### src/rtl/adpcm_bus_demux_pkg.sv
// ---------------------------------------------------------------------------
// adpcm_bus_demux_pkg
// Shared types and defaults for the YM2610 ADPCM-A/B to V-ROM demultiplexer.
//   state_t        : arbiter FSM state (IDLE, R_WAIT, P_WAIT)
//   V_ADDR_W       : V-ROM byte address width
//   BYTE_W         : V-ROM data width
//   *_DEF          : default values for the top-level parameters
// ---------------------------------------------------------------------------
package adpcm_bus_demux_pkg;

  localparam int V_ADDR_W = 24;
  localparam int BYTE_W   = 8;

  localparam int RD_WAIT_DEF     = 3;
  localparam int SYNC_STAGES_DEF = 2;
  localparam logic [V_ADDR_W-1:0] P_OFFSET_DEF = 24'h800000;

  typedef logic [V_ADDR_W-1:0] vaddr_t;
  typedef logic [BYTE_W-1:0]   byte_t;

  typedef enum logic [1:0] {
    IDLE   = 2'd0,
    R_WAIT = 2'd1,
    P_WAIT = 2'd2
  } state_t;

endpackage

### src/rtl/adpcm_bus_demux_if.sv
// ---------------------------------------------------------------------------
// adpcm_bus_demux_if
// Bundles the ADPCM-A (SDR*), ADPCM-B (SDP*) and V-ROM side signals.
//   master : the YM2610 / V-ROM side (drives strobes, buses, V_DATA_8, MODE)
//   slave  : the demultiplexer (drives V_ADDR_1 and the read-data returns)
// ---------------------------------------------------------------------------
interface adpcm_bus_demux_if;
  import adpcm_bus_demux_pkg::*;

  logic       MODE;
  // ADPCM-A
  logic       SDRMPX;
  logic       nSDROE;
  byte_t      SDRAD_I;
  logic [1:0] SDRA_L;
  logic [3:0] SDRA_U;
  byte_t      SDRAD_O;
  logic       SDRAD_OE;
  // ADPCM-B
  logic       SDPMPX;
  logic       nSDPOE;
  byte_t      SDPAD_I;
  logic [3:0] SDPA;
  byte_t      SDPAD_O;
  logic       SDPAD_OE;
  // V-ROM read path
  byte_t      V_DATA_8;
  vaddr_t     V_ADDR_1;

  modport master (
    output MODE,
    output SDRMPX, nSDROE, SDRAD_I, SDRA_L, SDRA_U,
    output SDPMPX, nSDPOE, SDPAD_I, SDPA,
    output V_DATA_8,
    input  V_ADDR_1, SDRAD_O, SDRAD_OE, SDPAD_O, SDPAD_OE
  );

  modport slave (
    input  MODE,
    input  SDRMPX, nSDROE, SDRAD_I, SDRA_L, SDRA_U,
    input  SDPMPX, nSDPOE, SDPAD_I, SDPA,
    input  V_DATA_8,
    output V_ADDR_1, SDRAD_O, SDRAD_OE, SDPAD_O, SDPAD_OE
  );

endinterface

### src/rtl/adpcm_addr_port.sv
// ---------------------------------------------------------------------------
// adpcm_addr_port
// One ADPCM bus front end: strobe synchronisers, two-phase address latch,
// post-read auto-increment and the read-request flag.
//   clk, rst_n : clock, asynchronous active-low reset
//   mpx        : address-phase strobe (high = phase 1, falling = phase 2)
//   oe_n       : read strobe, active-low
//   bus        : raw address bits; phase 1 uses bus[LO_W-1:0], phase 2 uses
//                all of bus for addr[23:LO_W]
//   grant      : arbiter has accepted this port's pending request
//   addr       : current byte address of this bus
//   req        : read request pending
//   rd         : synchronised read strobe, active-high
// ---------------------------------------------------------------------------
module adpcm_addr_port
  import adpcm_bus_demux_pkg::*;
#(
  parameter int LO_W        = 10,
  parameter int SYNC_STAGES = SYNC_STAGES_DEF
) (
  input  logic                     clk,
  input  logic                     rst_n,
  input  logic                     mpx,
  input  logic                     oe_n,
  input  logic [V_ADDR_W-LO_W-1:0] bus,
  input  logic                     grant,
  output vaddr_t                   addr,
  output logic                     req,
  output logic                     rd
);

  localparam int BUS_W = V_ADDR_W - LO_W;

  // The read strobe is stored inverted so that cleared synchroniser flops
  // read as "no read in progress" and reset creates no spurious edge.
  logic [SYNC_STAGES-1:0]            mpx_sync;
  logic [SYNC_STAGES-1:0]            rd_sync;
  logic [SYNC_STAGES-1:0][BUS_W-1:0] bus_sync;
  logic                              mpx_prev;
  logic                              rd_prev;

  logic             mpx_s;
  logic             rd_s;
  logic [BUS_W-1:0] bus_s;
  logic             mpx_rise;
  logic             mpx_fall;
  logic             rd_rise;
  logic             rd_fall;

  // The address bus travels down the same number of stages as the strobes so
  // the value used at a synchronised edge is the one sampled with that edge.
  // NOTE: the bus pipeline is a register stage, not a memory, so it is reset
  // like every other flop; nothing here relies on uninitialised state.
  always_ff @(posedge clk or negedge rst_n) begin
    if (!rst_n) begin
      mpx_sync <= '0;
      rd_sync  <= '0;
      bus_sync <= '0;
      mpx_prev <= 1'b0;
      rd_prev  <= 1'b0;
    end else begin
      mpx_sync[0] <= mpx;
      rd_sync[0]  <= ~oe_n;
      bus_sync[0] <= bus;
      for (int i = 1; i < SYNC_STAGES; i++) begin
        mpx_sync[i] <= mpx_sync[i-1];
        rd_sync[i]  <= rd_sync[i-1];
        bus_sync[i] <= bus_sync[i-1];
      end
      mpx_prev <= mpx_s;
      rd_prev  <= rd_s;
    end
  end

  assign mpx_s    = mpx_sync[SYNC_STAGES-1];
  assign rd_s     = rd_sync[SYNC_STAGES-1];
  assign bus_s    = bus_sync[SYNC_STAGES-1];
  assign mpx_rise =  mpx_s & ~mpx_prev;
  assign mpx_fall = ~mpx_s &  mpx_prev;
  assign rd_rise  =  rd_s  & ~rd_prev;   // oe_n falling: read starts
  assign rd_fall  = ~rd_s  &  rd_prev;   // oe_n rising: read ends

  // Latch beats increment: a new address load discards the post-read +1.
  // NOTE: sequential state uses non-blocking assignments so every flop sees
  // the pre-edge values of the others, independent of statement order.
  always_ff @(posedge clk or negedge rst_n) begin
    if (!rst_n) begin
      addr <= '0;
    end else if (mpx_rise) begin
      addr[LO_W-1:0] <= bus_s[LO_W-1:0];
    end else if (mpx_fall) begin
      addr[V_ADDR_W-1:LO_W] <= bus_s;
    end else if (rd_fall) begin
      addr <= addr + vaddr_t'(1);
    end
  end

  // A new read start wins over a simultaneous grant of the previous one.
  always_ff @(posedge clk or negedge rst_n) begin
    if (!rst_n) begin
      req <= 1'b0;
    end else begin
      req <= rd_rise | (req & ~grant);
    end
  end

  assign rd = rd_s;

endmodule

### src/rtl/adpcm_bus_demux.sv
// ---------------------------------------------------------------------------
// adpcm_bus_demux
// Demultiplexes the YM2610 ADPCM-A and ADPCM-B buses onto one V-ROM byte
// address and returns the fetched byte to the requesting bus. ADPCM-A has
// priority; each access holds the address for RD_WAIT clocks, then samples
// V_DATA_8.
//   CLK_68KCLKB : system clock, rising edge
//   nRESET      : asynchronous active-low reset
//   bus         : adpcm_bus_demux_if.slave (strobes, address/data buses,
//                 MODE, V_DATA_8 in; V_ADDR_1, SDRAD_O/OE, SDPAD_O/OE out)
// ---------------------------------------------------------------------------
module adpcm_bus_demux
  import adpcm_bus_demux_pkg::*;
#(
  parameter int     RD_WAIT     = RD_WAIT_DEF,
  parameter vaddr_t P_OFFSET    = P_OFFSET_DEF,
  parameter int     SYNC_STAGES = SYNC_STAGES_DEF
) (
  input  logic               CLK_68KCLKB,
  input  logic               nRESET,
  adpcm_bus_demux_if.slave   bus
);

  localparam int CNT_W = $clog2(RD_WAIT + 1);

  vaddr_t addr_r;
  vaddr_t addr_p;
  logic   req_r;
  logic   req_p;
  logic   rd_r;
  logic   rd_p;

  state_t           state;
  state_t           state_nxt;
  logic [CNT_W-1:0] wait_cnt;
  logic             grant_r;
  logic             grant_p;
  logic             done_r;
  logic             done_p;

  vaddr_t v_addr;
  byte_t  r_data;
  byte_t  p_data;
  logic   r_oe;
  logic   p_oe;

  // ADPCM-A: phase 1 = {A9:8, A7:0}, phase 2 = {A23:20, A19:18, A17:10}.
  adpcm_addr_port #(
    .LO_W        (10),
    .SYNC_STAGES (SYNC_STAGES)
  ) u_port_r (
    .clk   (CLK_68KCLKB),
    .rst_n (nRESET),
    .mpx   (bus.SDRMPX),
    .oe_n  (bus.nSDROE),
    .bus   ({bus.SDRA_U, bus.SDRA_L, bus.SDRAD_I}),
    .grant (grant_r),
    .addr  (addr_r),
    .req   (req_r),
    .rd    (rd_r)
  );

  // ADPCM-B: phase 1 = {A11:8, A7:0}, phase 2 = {A23:20, A19:12}.
  adpcm_addr_port #(
    .LO_W        (12),
    .SYNC_STAGES (SYNC_STAGES)
  ) u_port_p (
    .clk   (CLK_68KCLKB),
    .rst_n (nRESET),
    .mpx   (bus.SDPMPX),
    .oe_n  (bus.nSDPOE),
    .bus   ({bus.SDPA, bus.SDPAD_I}),
    .grant (grant_p),
    .addr  (addr_p),
    .req   (req_p),
    .rd    (rd_p)
  );

  always_ff @(posedge CLK_68KCLKB or negedge nRESET) begin
    if (!nRESET) begin
      state <= IDLE;
    end else begin
      state <= state_nxt;
    end
  end

  // NOTE: every signal written here gets a default first, so no path through
  // the case statement can leave one unassigned and infer a latch.
  always_comb begin
    state_nxt = state;
    grant_r   = 1'b0;
    grant_p   = 1'b0;
    done_r    = 1'b0;
    done_p    = 1'b0;
    unique case (state)
      IDLE: begin
        if (req_r) begin
          grant_r   = 1'b1;
          state_nxt = R_WAIT;
        end else if (req_p) begin
          grant_p   = 1'b1;
          state_nxt = P_WAIT;
        end
      end
      R_WAIT: begin
        if (wait_cnt == CNT_W'(RD_WAIT - 1)) begin
          done_r    = 1'b1;
          state_nxt = IDLE;
        end
      end
      P_WAIT: begin
        if (wait_cnt == CNT_W'(RD_WAIT - 1)) begin
          done_p    = 1'b1;
          state_nxt = IDLE;
        end
      end
      default: state_nxt = IDLE;
    endcase
  end

  always_ff @(posedge CLK_68KCLKB or negedge nRESET) begin
    if (!nRESET) begin
      wait_cnt <= '0;
    end else if (state == IDLE) begin
      wait_cnt <= '0;
    end else begin
      wait_cnt <= wait_cnt + CNT_W'(1);
    end
  end

  // The address is captured at grant time; later MPX loads only affect the
  // next access. It holds its value while idle.
  always_ff @(posedge CLK_68KCLKB or negedge nRESET) begin
    if (!nRESET) begin
      v_addr <= '0;
    end else if (grant_r) begin
      v_addr <= addr_r;
    end else if (grant_p) begin
      v_addr <= addr_p + (bus.MODE ? P_OFFSET : '0);
    end
  end

  // Data is kept only if the requester is still strobing when it arrives;
  // otherwise the byte is dropped and the drive enable never rises.
  always_ff @(posedge CLK_68KCLKB or negedge nRESET) begin
    if (!nRESET) begin
      r_data <= '0;
      p_data <= '0;
      r_oe   <= 1'b0;
      p_oe   <= 1'b0;
    end else begin
      if (done_r && rd_r) begin
        r_data <= bus.V_DATA_8;
      end
      if (done_p && rd_p) begin
        p_data <= bus.V_DATA_8;
      end
      r_oe <= done_r ? rd_r : (r_oe & rd_r);
      p_oe <= done_p ? rd_p : (p_oe & rd_p);
    end
  end

  assign bus.V_ADDR_1 = v_addr;
  assign bus.SDRAD_O  = r_data;
  assign bus.SDRAD_OE = r_oe;
  assign bus.SDPAD_O  = p_data;
  assign bus.SDPAD_OE = p_oe;

endmodule

### src/flat_wrapper.sv
// flat-port wrapper written by rule: the top's interface ports become plain ports
module adpcm_bus_demux_flat import adpcm_bus_demux_pkg::*;
#(
  parameter int     RD_WAIT     = RD_WAIT_DEF,
  parameter vaddr_t P_OFFSET    = P_OFFSET_DEF,
  parameter int     SYNC_STAGES = SYNC_STAGES_DEF
)
  (CLK_68KCLKB, nRESET, bus_MODE, bus_SDRMPX, bus_nSDROE, bus_SDRAD_I, bus_SDRA_L, bus_SDRA_U, bus_SDPMPX, bus_nSDPOE, bus_SDPAD_I, bus_SDPA, bus_V_DATA_8, bus_V_ADDR_1, bus_SDRAD_O, bus_SDRAD_OE, bus_SDPAD_O, bus_SDPAD_OE);
  adpcm_bus_demux_if bus_i ();
  input  logic CLK_68KCLKB;
  input  logic nRESET;
  input wire logic [$bits(bus_i.MODE)-1:0] bus_MODE;
  input wire logic [$bits(bus_i.SDRMPX)-1:0] bus_SDRMPX;
  input wire logic [$bits(bus_i.nSDROE)-1:0] bus_nSDROE;
  input wire logic [$bits(bus_i.SDRAD_I)-1:0] bus_SDRAD_I;
  input wire logic [$bits(bus_i.SDRA_L)-1:0] bus_SDRA_L;
  input wire logic [$bits(bus_i.SDRA_U)-1:0] bus_SDRA_U;
  input wire logic [$bits(bus_i.SDPMPX)-1:0] bus_SDPMPX;
  input wire logic [$bits(bus_i.nSDPOE)-1:0] bus_nSDPOE;
  input wire logic [$bits(bus_i.SDPAD_I)-1:0] bus_SDPAD_I;
  input wire logic [$bits(bus_i.SDPA)-1:0] bus_SDPA;
  input wire logic [$bits(bus_i.V_DATA_8)-1:0] bus_V_DATA_8;
  output wire logic [$bits(bus_i.V_ADDR_1)-1:0] bus_V_ADDR_1;
  output wire logic [$bits(bus_i.SDRAD_O)-1:0] bus_SDRAD_O;
  output wire logic [$bits(bus_i.SDRAD_OE)-1:0] bus_SDRAD_OE;
  output wire logic [$bits(bus_i.SDPAD_O)-1:0] bus_SDPAD_O;
  output wire logic [$bits(bus_i.SDPAD_OE)-1:0] bus_SDPAD_OE;
  assign bus_i.MODE = bus_MODE;
  assign bus_i.SDRMPX = bus_SDRMPX;
  assign bus_i.nSDROE = bus_nSDROE;
  assign bus_i.SDRAD_I = bus_SDRAD_I;
  assign bus_i.SDRA_L = bus_SDRA_L;
  assign bus_i.SDRA_U = bus_SDRA_U;
  assign bus_i.SDPMPX = bus_SDPMPX;
  assign bus_i.nSDPOE = bus_nSDPOE;
  assign bus_i.SDPAD_I = bus_SDPAD_I;
  assign bus_i.SDPA = bus_SDPA;
  assign bus_i.V_DATA_8 = bus_V_DATA_8;
  assign bus_V_ADDR_1 = bus_i.V_ADDR_1;
  assign bus_SDRAD_O = bus_i.SDRAD_O;
  assign bus_SDRAD_OE = bus_i.SDRAD_OE;
  assign bus_SDPAD_O = bus_i.SDPAD_O;
  assign bus_SDPAD_OE = bus_i.SDPAD_OE;
  adpcm_bus_demux #(.RD_WAIT(RD_WAIT), .P_OFFSET(P_OFFSET), .SYNC_STAGES(SYNC_STAGES)) u_core (.CLK_68KCLKB(CLK_68KCLKB), .nRESET(nRESET), .bus(bus_i));
endmodule
### config.mk
export PLATFORM = sky130hd
export DESIGN_NAME = adpcm_bus_demux_flat
export DESIGN_NICKNAME = d
export VERILOG_FILES = /design/src/rtl/adpcm_bus_demux_pkg.sv /design/src/rtl/adpcm_bus_demux_if.sv /design/src/rtl/adpcm_addr_port.sv /design/src/rtl/adpcm_bus_demux.sv /design/src/flat_wrapper.sv
export SDC_FILE = /design/constraint.sdc
export NUM_CORES = 1
export LEC_CHECK = 0
export CAP_MARGIN = 25
export CORE_UTILIZATION = 35
export DETAILED_ROUTE_END_ITERATION = 10
export PLACE_DENSITY = 0.58
export SLEW_MARGIN = 10
export SYNTH_ARGS = -nofsm -noshare
export SYNTH_HDL_FRONTEND = slang
export SYNTH_SLANG_ARGS = --single-unit
### constraint.sdc
create_clock -name CLK_68KCLKB -period 4.1 [get_ports CLK_68KCLKB]
set_input_delay 0.615 -clock CLK_68KCLKB [delete_from_list [all_inputs] [get_ports CLK_68KCLKB]]
set_output_delay 0.615 -clock CLK_68KCLKB [all_outputs]
set_load 0.02 [all_outputs]
==> metrics, run 1 <==
EDFF count, synth=0; class of the worst hold path=in2async; top-count cell post-synth=dfrtp_1; via density per instance=5.21; flops & latches, synth=160; Detailed Route WL=15.4 mm; ys async rst share=1.00; Synth area leader=dfrtp_1; vias in the first global route=between 4000 and 5000; Non-Filler Instances=just over 900; Syn-to-layout area delta=26.3%; delay-heaviest family, CP=simple AND/OR/NAND/NOR gates; Post-DP Area=just under 8000 um2; worst skew pair latency=roughly 0.43 ns; Root Buffer=clkbuf_16; synth unique cells=45; CTS tree=done; Cells after Synth=590; Detailed Place HPWL=around 11 mm; dpl cells=between 800 and 900; post-layout min period=~2.1 ns; Pleak=roughly 3.5 nW; Initial Utilization=0.361; NumNets Final=~720; kind of critical path=reg2reg; Clock transition at path regs=about 0.070 ns; cell-internal power=roughly 0.0036 W; Chip Width=about 140 um; Max-slew headroom=0.387; grt total ovfl=0; Synth top area share=0.609; FMAX=~0.47 GHz; worst clock skew=around 0.011 ns; Die ar.=19300 um2; Post-Syn Area=between 6000 and 7000 um2; RSZ-0062 raised after global routing=false; row cnt=between 40 and 50; post-synthesis sequential area ratio=0.609; Buf+Inv Stages, Crit Path=0; CP arrival=around 2.4 ns; first-pass GRT wire length=about 26 mm; GP Congestion=between 0.8 and 0.9; Synthesis Warnings=0; Die Y=between 100 and 150 um; Pwr Density=644 nW/um2; initial DRC count=~350; DRC Markers=4; postcts setup bufs=0; Comb pwr share=0.273; Clk network pwr share=0.309; largest net degree at the start of global routing=between 100 and 150; Critical Path Stages=6; setup TNS=0 ns; fin crit share=0.523; Worst Path Max Fanout=5; number of CTS-inserted buffers=17; CTS H-Tree Depth=4; required time worst endpoint=roughly 4.4 ns; count of final hold-check violations=0; fill count=1645; n_diodes=0; CP max stage delay=0.67 ns; Hold Buf Count CTS=0; Boundary Pins=slightly above 80; Port Buffers=82; Reg power frac=0.418; worst vdd ir=~0.00051 V; top post-synthesis cells by area=dfrtp_1, o21ai_0, nand2_1; NetSw=0.00177 W; Sink Count=160; Total GRT Usage=0.171; cell depth of the worst flop-to-flop path=6; clock tree buffer depth=2; 1st-pass router iterations=8; Slew Limit Fails=0; CP endpoint kind=register; Avg Cell Area, Syn=approximately 11 um2; switching share of power=0.330; Slew @ Worst Pin=0.919 ns; Max Cap Violations=0; Routed wire per std cell=16.8 um; share of layout cells above drive strength 1=0.0928; violated checks=design-rule violations; final setup fails=0; DRT antenna net count=0; PostCTS Resize Cnt=0; Crit-path slowest cell=nor4_1; critical path startpoint category=register; DR vias=4792; Most used DFF post-synth=dfrtp_1; outcome=complete, but fails checks; CORE AREA=between 15000 and 20000 um2; critical-path cell list=ha_1, nand4_1, nor4_1, a31oi_1, o21ai_0, o311ai_0; commonest cells in the netlist=dfrtp_1, nand2_1, o21ai_0; initial antenna violation count=0; Final Cell Area=8310 um2; Post-Syn Nets=between 600 and 700
==> cells in the final DEF (no fill, tap or decap), drive strengths merged, types with 5 or more instances in the layout <==
master / netlist / layout
ha: 6 / 6
dfrtp: 160 / 160
mux2: 16 / 16
o22ai: 11 / 11
nand2: 85 / 85
a22oi: 10 / 10
xor2: 20 / 20
o21ai: 67 / 67
a21oi: 20 / 20
nor3: 6 / 6
nor2b: 6 / 6
nor4: 7 / 7
mux2i: 22 / 22
nand2b: 6 / 6
nand4: 22 / 22
nor2: 22 / 22
inv: 14 / 22
buf: 1 / 9
clkbuf: 21 / 17
xnor2: 9 / 9
and4: 5 / 5
clkdlybuf4s50: 0 / 81
nand3: 21 / 21
==> sequential cells by signal (all words and copies together), names as in the netlist <==
name / count
u_core.u_port_r.rd_sync: 2
u_core.u_port_r.bus_s: 14
u_core.u_port_p.mpx_prev: 1
u_core.state: 2
u_core.u_port_r.mpx_sync: 2
u_core.bus.V_ADDR_1: 24
u_core.u_port_p.bus_sync: 12
u_core.u_port_r.addr: 24
u_core.u_port_r.req: 1
u_core.u_port_p.rd_prev: 1
u_core.bus.SDPAD_O: 8
u_core.u_port_r.mpx_prev: 1
u_core.bus.SDRAD_OE: 1
u_core.u_port_p.addr: 24
u_core.u_port_p.mpx_sync: 2
u_core.u_port_p.rd_sync: 2
u_core.bus.SDPAD_OE: 1
u_core.wait_cnt: 2
u_core.u_port_r.rd_prev: 1
u_core.u_port_r.bus_sync: 14
u_core.u_port_p.bus_s: 12
u_core.u_port_p.req: 1
u_core.bus.SDRAD_O: 8
==> through the flow <==
stage / total power (W) / hold WS (ns) / setup WS, ns / util
after detailed placement: 0.00373 / 0.336 / 2.01 / 0.422
after global routing: 0.00564 / 0.355 / 1.78 / 0.456
final: 0.00535 / 0.298 / 1.95 / 0.456
after floorplan: 0.00300 / 0.319 / 2.36 / -
after CTS: 0.00541 / 0.329 / 1.99 / 0.456
after global placement: 0.00364 / 0.332 / 1.84 / 0.420
==> power groups by stage <==
stage          logic [W]  clock network (W)  registers, W
3_5_place_dp     0.00146                  0       0.00226
4_1_cts          0.00147            0.00170       0.00224
5_1_grt          0.00159            0.00176       0.00228
3_3_place_gp     0.00139                  0       0.00225
2_1_floorplan   0.000630                  0       0.00237
6_report         0.00146            0.00165       0.00224
==> worst register-to-register path, cell delays in order (launching register included) <==
cell and delay, ns:
dfrtp_1 0.42, ha_1 0.23, nand4_1 0.17, nor4_1 0.68, a31oi_1 0.17, o21ai_0 0.19, o311ai_0 0.15
==> layout make-up <==
type | count | area, um2 | area share
Sequential cell | 160 | 4000 | 0.482
Clock inverter | 15 | 193 | 0.0232
Tap cell | 229 | 287 | 0.0345
Timing Repair Buffer | 90 | 907 | 0.109
Multi-Input combinational cell | 394 | 2440 | 0.294
Clock buffer | 17 | 425 | 0.0512
Inverter | 14 | 52.6 | 0.00632
==> path summary, 6_finish.rpt <==
path / from / to / slack, ns
setup reg to reg: u_core.u_port_r.addr[0] / u_core.u_port_r.addr[18] / 1.95
min in group CLK_68KCLKB: u_core.u_port_r.bus_sync[2] / u_core.u_port_r.bus_s[2] / 0.34
max in group asynchronous: nRESET / u_core.u_port_p.addr[22] / 2.96
hold / removal: nRESET / u_core.u_port_r.bus_sync[8] / 0.30
setup / recovery: u_core.u_port_r.addr[0] / u_core.u_port_r.addr[18] / 1.95
hold reg to reg: u_core.u_port_r.bus_sync[2] / u_core.u_port_r.bus_s[2] / 0.34
==> kinds of logic (layout without fill, tap and decap cells) <==
group | after synthesis | count (layout) | synth area share
adder cells (fa/ha/maj) | 6 | 6 | 0.0114
AO/OA/AOI/OAI | 129 | 129 | 0.114
XOR/XNOR | 29 | 29 | 0.0386
AND/OR/NAND/NOR | 192 | 192 | 0.146
flip-flops | 160 | 160 | 0.609
buffers and inverters | 36 | 136 | 0.0205
multiplexers | 38 | 38 | 0.0609
==> metal layers <==
metal	GRT usage	routed length (um)	up-vias
li1	-	-	2270
met1	0.225	7170	2381
met2	0.268	7220	130
met3	0.0521	877	11
met4	0.0579	171	0
met5	0	0	-
Note: power is estimated with default switching activity, not from simulation.
==> inputs of run 2 (changes only) <==
==> constraint.sdc (replaced) <==
create_clock -name CLK_68KCLKB -period 2.1 [get_ports CLK_68KCLKB]
set_input_delay 0.315 -clock CLK_68KCLKB [delete_from_list [all_inputs] [get_ports CLK_68KCLKB]]
set_output_delay 0.315 -clock CLK_68KCLKB [all_outputs]
set_load 0.02 [all_outputs]
==> run 2 against run 1 <==
The run still ends with design-rule violations left. Total power increased by 98%. Via count rose by 1.6%. Flip-flop and latch count stayed put. Critical endpoint is now u_core.u_port_p.addr[19]. Maximum frequency grew 12%. Worst hold slack better by 0.021 ns. Critical path depth down 1.
==> metrics, run 2 (same netlist as run 1, synthesis figures left out) <==
outcome=complete, but fails checks; violated checks=design-rule violations; clock tree buffer depth=2 (unchanged); Sink Count=160 (unchanged); via density per instance=5.21 (about the same); reg-to-reg endpoint=u_core.u_port_p.addr[19]; cell depth of the worst flop-to-flop path=5 (-1); multi-input logic area=2460 um2 (+0.72%); fin crit share=0.911 (+0.387); share of layout cells above drive strength 1=0.111 (+0.0179); kind of critical path=reg2reg; count of final hold-check violations=0 (unchanged); Met3 Wirelength=1.03 mm (+18%); Max Cap Violations=0 (unchanged); Detailed Route WL=15.7 mm (+2.0%); setup TNS=0 ns (unchanged); Clock transition at path regs=0.07 ns (about the same); Port Buffers=82 (unchanged); CTS H-Tree Depth=4 (unchanged); DRT antenna net count=0 (unchanged); post-layout min period=1.91 ns (-0.234 ns); CORE AREA=18200 um2 (unchanged); fill count=1630 (-0.91%); Non-Filler Instances=934 (+1.6%); final setup fails=0 (unchanged); Root Buffer=clkbuf_16; worst skew pair latency=0.43 ns (about the same); DRC Markers=4 (unchanged); R2R setup slack=0.19 ns (-1.77 ns); wire length on met2=7.24 mm (+0.33%); Max-slew headroom=0.587 (+0.200); Pwr Density=1250 nW/um2 (+94%); Total GRT Usage=0.173 (+0.00236); Chip Width=139 um (unchanged); FMAX=0.523 GHz (+12%); worst vdd ir=0.000922 V (+80%); Initial Utilization=0.361 (unchanged); worst clock skew=0.00825 ns (-0.00257 ns); Detailed Place HPWL=11.2 mm (+2.3%); NumNets Final=739 (+2.1%); Slew Limit Fails=0 (unchanged); R2R Path Start=u_core.u_port_p.addr[2]; Worst Setup EP=u_core.u_port_p.addr[19]; grt total ovfl=0 (unchanged); n_diodes=0 (unchanged); commonest non-fill, non-tap cells in the layout=dfrtp_1, nand2_1, clkdlybuf4s50_1; Pleak=3.65 nW (+3.3%); Worst Path Max Fanout=7 (+2); CP endpoint kind=register; initial DRC count=377 (+7.1%); vias in the first global route=4988 (+0.85%); Die Y=139 um (unchanged); CP arrival=2.21 ns (-0.22 ns); initial antenna violation count=0 (unchanged); Routed wire per std cell=16.9 um (+0.36%); Boundary Pins=83 (unchanged); 1st-pass router iterations=8 (unchanged); critical path startpoint category=register; DR vias=4870 (+1.6%); Slew @ Worst Pin=0.618 ns (-0.301 ns); CTS tree=done; Syn-to-layout area delta=28.6%; area occupied by registers=4000 um2 (unchanged); most common cell after layout, fill and taps aside=dfrtp_1; Die ar.=19300 um2 (unchanged); first-pass GRT wire length=25.8 mm (+0.95%); Worst setup startpoint=u_core.u_port_p.addr[2]; GP Congestion=0.887 (+5.6%); number of CTS-inserted buffers=17 (unchanged); hold_ws=0.319 ns (+0.0211 ns); required time worst endpoint=2.40 ns (-1.98 ns); dpl cells=900 (+1.6%); row cnt=49 (unchanged); largest net degree at the start of global routing=52 (-50%); class of the worst hold path=in2reg; met1 WL=7.17 mm (about the same); RSZ-0062 raised after global routing=false; Max Used Layer=met4
==> run 2: cell count changes in the layout (fill, tap and decap cells not counted), sizes merged <==
cell / change
buf: +14
inv: +3
clkinv: -2
clkinvlp: -1
dlygate4sd3: +1
==> run 2: layout make-up <==
cell class                 count  share of cell area
sequential                   160               0.473
multi-input combinational    394               0.291
tap                          229              0.0339
inverter                      14             0.00621
timing repair buffer         105               0.121
clock inverter                15              0.0248
clock buffer                  17              0.0503
==> run 2: worst min path at each step <==
stage	slack (ns)	start	end	cells past startpoint
after floorplan	0.02	nRESET	u_core.bus.SDPAD_OE	0
after global placement	0.30	nRESET	u_core.u_port_r.bus_sync[4]	1
after detailed placement	0.30	nRESET	u_core.u_port_r.bus_sync[4]	1
after CTS	0.30	bus_SDRAD_I[6]	u_core.u_port_r.bus_sync[6]	1
after global routing	0.29	bus_SDRAD_I[6]	u_core.u_port_r.bus_sync[6]	1
final	0.32	bus_SDRAD_I[7]	u_core.u_port_r.bus_sync[7]	1
==> run 2: critical path, cell delays in order, from the launching register on <==
cell and delay, ns:
dfrtp_1 0.47, nand4_2 0.28, or4_4 0.64, nor3_2 0.19
xnor2_1 0.14, o21ai_1 0.07
==> run 2: layer usage <==
metal  vias to the layer above  track usage
li1                       2306            -
met1                      2394        0.223
met2                       150        0.274
met3                        20       0.0542
met4                         0       0.0667
met5                         -            0
==> run 2: power breakdown <==
group	switching, W	internal (W)	total (W)
registers	0.000588	0.00373	0.00431
logic	0.00155	0.00141	0.00295
clock network	0.00139	0.00194	0.00333
total	0.00352	0.00707	0.0106
==> run 2: repair_timing <==
action	CTS	global route
hold endpoints to repair	47	0
endpoints found under the setup margin	0	2
hold buffers	1	0
setup buffers	0	0
resized for setup	0	2
==> run 2: through the flow <==
step                worst slack, ns  cell area [um2]  total power, W  utilization
finish                        0.188             8460          0.0106        0.465
floorplan                     0.364             6580         0.00586            -
detailed placement            0.134             7790         0.00731        0.428
global route                 0.0507             8460          0.0112        0.465
global placement              0.254             7790         0.00725        0.428
CTS                           0.153             8440          0.0107        0.463
